### config.mk
export PLATFORM = sky130hd
export DESIGN_NAME = alu_arbiter
export DESIGN_NICKNAME = d
export VERILOG_FILES = /design/src/rtl/alu_arbiter.sv
export SDC_FILE = /design/constraint.sdc
export NUM_CORES = 1
export LEC_CHECK = 0
export CELL_PAD_IN_SITES_DETAIL_PLACEMENT = 1
export CELL_PAD_IN_SITES_GLOBAL_PLACEMENT = 1
export CORE_UTILIZATION = 27
export DETAILED_ROUTE_END_ITERATION = 8
export GPL_TIMING_DRIVEN = 0
export MAX_ROUTING_LAYER = met4
export PLACE_DENSITY_LB_ADDON = 0.1
export RECOVER_POWER = 50
export SYNTH_ARGS = -nofsm -noshare
export SYNTH_HDL_FRONTEND = slang
export SYNTH_SLANG_ARGS = --single-unit
### constraint.sdc
create_clock -name clk -period 3.35 [get_ports clk]
set_input_delay 0.335 -clock clk [delete_from_list [all_inputs] [get_ports clk]]
set_output_delay 0.335 -clock clk [all_outputs]
set_load 0.01 [all_outputs]
### src/rtl/alu_arbiter.sv
// alu_arbiter: shares one combinational ALU between two requesters over a tagged response channel
module alu_arbiter #(
  parameter int WIDTH = 32,
  parameter int OP_W  = 3,
  parameter bit FAIR  = 1'b1
) (
  input  logic             clk,
  input  logic             reset,
  input  logic             req0_valid,
  output logic             req0_ready,
  input  logic [WIDTH-1:0] req0_a,
  input  logic [WIDTH-1:0] req0_b,
  input  logic [OP_W-1:0]  req0_op,
  input  logic             req1_valid,
  output logic             req1_ready,
  input  logic [WIDTH-1:0] req1_a,
  input  logic [WIDTH-1:0] req1_b,
  input  logic [OP_W-1:0]  req1_op,
  output logic [WIDTH-1:0] alu_a,
  output logic [WIDTH-1:0] alu_b,
  output logic [OP_W-1:0]  alu_ctrl,
  input  logic [WIDTH-1:0] alu_result,
  input  logic             alu_v,
  input  logic             alu_n,
  input  logic             alu_z,
  output logic             resp_valid,
  input  logic             resp_ready,
  output logic             resp_id,
  output logic [WIDTH-1:0] resp_result,
  output logic             resp_v,
  output logic             resp_n,
  output logic             resp_z
);
  typedef enum logic [1:0] {IDLE, EXEC, RESP} state_t;
  state_t r_state, w_next;
  logic r_last, r_id, w_any, w_gnt, w_hs;
  // grant only in IDLE; a tie rotates away from the last winner when FAIR, else requester 0 wins
  always_comb begin
    w_any = req0_valid | req1_valid;
    w_gnt = (req0_valid & req1_valid) ? (FAIR ? ~r_last : 1'b0) : req1_valid;
    w_hs = (r_state == IDLE) & w_any & ~reset;
    req0_ready = w_hs & ~w_gnt;
    req1_ready = w_hs & w_gnt;
    w_next = (r_state == IDLE) ? (w_any ? EXEC : IDLE) :
             (r_state == EXEC) ? RESP : (resp_ready ? IDLE : RESP);
  end
  // latch the winner's operands on handshake, capture the ALU outputs after EXEC, hold until consumed
  always_ff @(posedge clk) begin
    if (reset) begin
      r_state <= IDLE;
      r_last <= 1'b1;
      r_id <= 1'b0;
      alu_a <= '0;
      alu_b <= '0;
      alu_ctrl <= '0;
      resp_valid <= 1'b0;
      resp_id <= 1'b0;
      resp_result <= '0;
      resp_v <= 1'b0;
      resp_n <= 1'b0;
      resp_z <= 1'b0;
    end else begin
      r_state <= w_next;
      if (w_hs) begin
        r_last <= w_gnt;
        r_id <= w_gnt;
        alu_a <= w_gnt ? req1_a : req0_a;
        alu_b <= w_gnt ? req1_b : req0_b;
        alu_ctrl <= w_gnt ? req1_op : req0_op;
      end
      if (r_state == EXEC) begin
        resp_valid <= 1'b1;
        resp_id <= r_id;
        resp_result <= alu_result;
        resp_v <= alu_v;
        resp_n <= alu_n;
        resp_z <= alu_z;
      end
      if (r_state == RESP && resp_ready) resp_valid <= 1'b0;
    end
  end
endmodule

==> qor.yml <==
worstHoldPathType: "in2reg"
rsz0062_at_grt: "no"
pwr-share-clk_pct: 35.5
skew_ns: 0.00538
drv_cap: 0
cts.path.max_buffers: 2
critPathArrivalTime_ns: 2.31
die_w_um: 127
reg2reg_to: "resp_result[25]$_SDFFE_PP0N_"
antenna_left: 0
gp_congestion: 0.768
totalWireLength_um: 17300
dpl.cell_count: 951
slew_headroom_pct: 66.3
fp.dieH_um: 127
first_pass_iters: 4
area_delta_synth_final_pct: 80.3
synth-seq-cells: 108
wl_per_cell_um: 17.9
hold_viol: 0
syn_avg_cell_area_um2: 9.15
p_seq_share_pct: 41.1
grt_first_pass_wirelength_um: 26600
grt_antenna_before_repair: 0
post_cts_resized: 0
vias_per_cell: 4.90
syn_nets: 636
cp_max_fo: 10
synthesis.area_mm2: 0.00423
final_cell_count_no_fill: 967
r2r_slack_ns: 1.58
startpoint_type: "primary input"
min_period_over_period_pct: 78.9
vdd_ir_drop_max_mv: 0.247
num_rows: 45
p_sw_share_pct: 25.9
finalSetupViolCount: 0
tns_ns: 0
dp_hpwl_um: 13200
share_comb_of_total_power_pct: 23.3
cts_setup_buffers: 0
port_buffers: 278
synthCells: 462
intPower_uw: 2640
clock-sinks: 108
vias: 4739
hold_buffers: 0
fmax_mhz: 379
endpoint_kind: "output port"
grt_start_max_net_pins: 17
tightest_slew_ns: 0.505
insertion_delay_ns: 0.35
drc: 0
dieArea_mm2: 0.0162
drive_above_1_share_pct: 5.56
clk_pin_slew_worst_paths_ns: 0.07
r2r-start: "r_state[0]$_SDFF_PP0_"
cp.required_ns: 3.01
p_leak_uw: 0.00309
gr-total-overflow: 0
yosysWarningCount: 0
clockRootBuffer: "clkbuf_16"
design.core.area_mm2: 0.0153
nNetsFinal: 925
hold_depth: 2
cts_max_level: 3
cts_tree: "done"
status: "finished, final reports clean"
track_usage_pct: 21.9
grt_pass1_vias: 5064
placed_area_mm2: 0.00727
cts_buffers: 9
synth_seq_area_share_pct: 51.2
diodes: 0
drtIter0Drc: 128
final_core_util_pct: 49.9
drv_slew: 0
initial_core_util_pct: 27.7
r2r_cells: 5
path_class: "in2out"
p_switching_uw: 923
whs_endpoint: "r_state[0]$_SDFF_PP0_"
ys_types: 26
hp-start: "reset"
min_period_ns: 2.64
final_area_mm2: 0.00762
power_uw: 3560
power_density_mw_per_mm2: 467
pin_count: 280
sequential cells by signal, summed over array words and instances (netlist names), 2 cells and up:
signal	flops
alu_a	32
alu_b	32
alu_ctrl	3
r_state	2
resp_result	32
cell families (layout without fill, tap and decap cells):
kind of cell           after synthesis  in the layout  share of synthesized area (%)
buffers and inverters               48            342                           5.77
flip-flops                         108            108                           51.2
AND/OR/NAND/NOR                    177            177                           21.2
AO/OA/AOI/OAI                      129            129                           21.9
worst max-delay path, cell delays in order:
cell             delay (ns)
dlygate4sd3_1          0.65
a21boi_2               0.32
buf_2                  0.26
and2_1                 0.17
clkdlybuf4s50_1        0.57
layout by cell type, fill, tap and decap left out:
master,synthesis,routed
nor3_4,1,1
o22ai_1,1,1
nor2b_1,1,1
clkdlybuf4s50_1,0,208
a221o_1,46,46
a21oi_4,1,1
and3_4,1,1
dfxtp_1,108,108
nand3_1,21,21
bufinv_16,0,3
and3_1,46,46
nand2b_1,2,2
clkinv_2,0,1
o21ai_0,21,21
nor3_1,2,2
and2_1,1,1
clkbuf_16,0,9
or2_2,1,1
a21oi_1,37,37
nor2_1,4,4
clkbuf_8,0,2
buf_4,5,5
a21boi_2,1,1
a211o_1,1,1
dlygate4sd3_1,0,70
nand2_1,75,75
buf_6,3,3
clkbuf_1,22,27
or2_1,1,1
nand4_1,21,21
a31oi_1,21,21
buf_2,18,14
cells in the mapped netlist, drive strengths merged:
| cell type | instances | area, um2 |
|---|---|---|
| o22ai | 1 | 6.26 |
| dfxtp | 108 | 2160 |
| and2 | 1 | 6.26 |
| nor3 | 3 | 26.3 |
| clkbuf | 22 | 82.6 |
| nor2b | 1 | 6.26 |
| a21oi | 38 | 201 |
| a21boi | 1 | 11.3 |
| nand4 | 21 | 131 |
| a211o | 1 | 8.76 |
| a221o | 46 | 460 |
| and3 | 47 | 299 |
| or2 | 2 | 12.5 |
| o21ai | 21 | 105 |
| a31oi | 21 | 131 |
| nand3 | 21 | 105 |
| nand2 | 75 | 282 |
| nor2 | 4 | 15.0 |
| nand2b | 2 | 12.5 |
| buf | 26 | 161 |
per-stage QoR:
stage | setup WS [ns] | hold slack [ns]
floorplan | 1.89 | 0.432
global placement | 0.756 | 0.442
detailed placement | 0.769 | 0.447
CTS | 0.683 | 0.301
global route | 0.553 | 0.306
finish | 0.708 | 0.308
power by group through the flow:
| stage | combinational [uW] | clock, uW | sequential [uW] |
|---|---|---|---|
| floorplan | 279 | 0 | 1540 |
| global placement | 845 | 0 | 1490 |
| detailed placement | 861 | 0 | 1500 |
| CTS | 867 | 1300 | 1470 |
| global route | 895 | 1350 | 1480 |
| finish | 830 | 1270 | 1460 |
area by class of cell:
type,instances,area [um2]
fillers,1763,7640
repair buffers,278,2780
flip-flops and latches,108,2160
multi-input cells,306,1820
well taps,211,264
clock buffers,12,256
plain buffers,48,239
clock inverters,4,95.1
worst max path at each step:
stage	start	end	slack [ns]	depth (start not counted)
floorplan	reset	req0_ready	1.89	4
global placement	req0_valid	req1_ready	0.76	5
detailed placement	req0_valid	req1_ready	0.77	5
CTS	r_state[1]$_SDFF_PP0_	req0_ready	0.68	4
global route	req0_valid	req1_ready	0.55	5
finish	req0_valid	req1_ready	0.71	5
metal layers:
layer  part of all wire [%]  track usage, %
met2                     50            38.9
met1                     41            23.8
met5                      0               -
met4                    2.1            7.49
met3                    6.3            5.49
No activity file was read; power rests on OpenSTA's default activity.
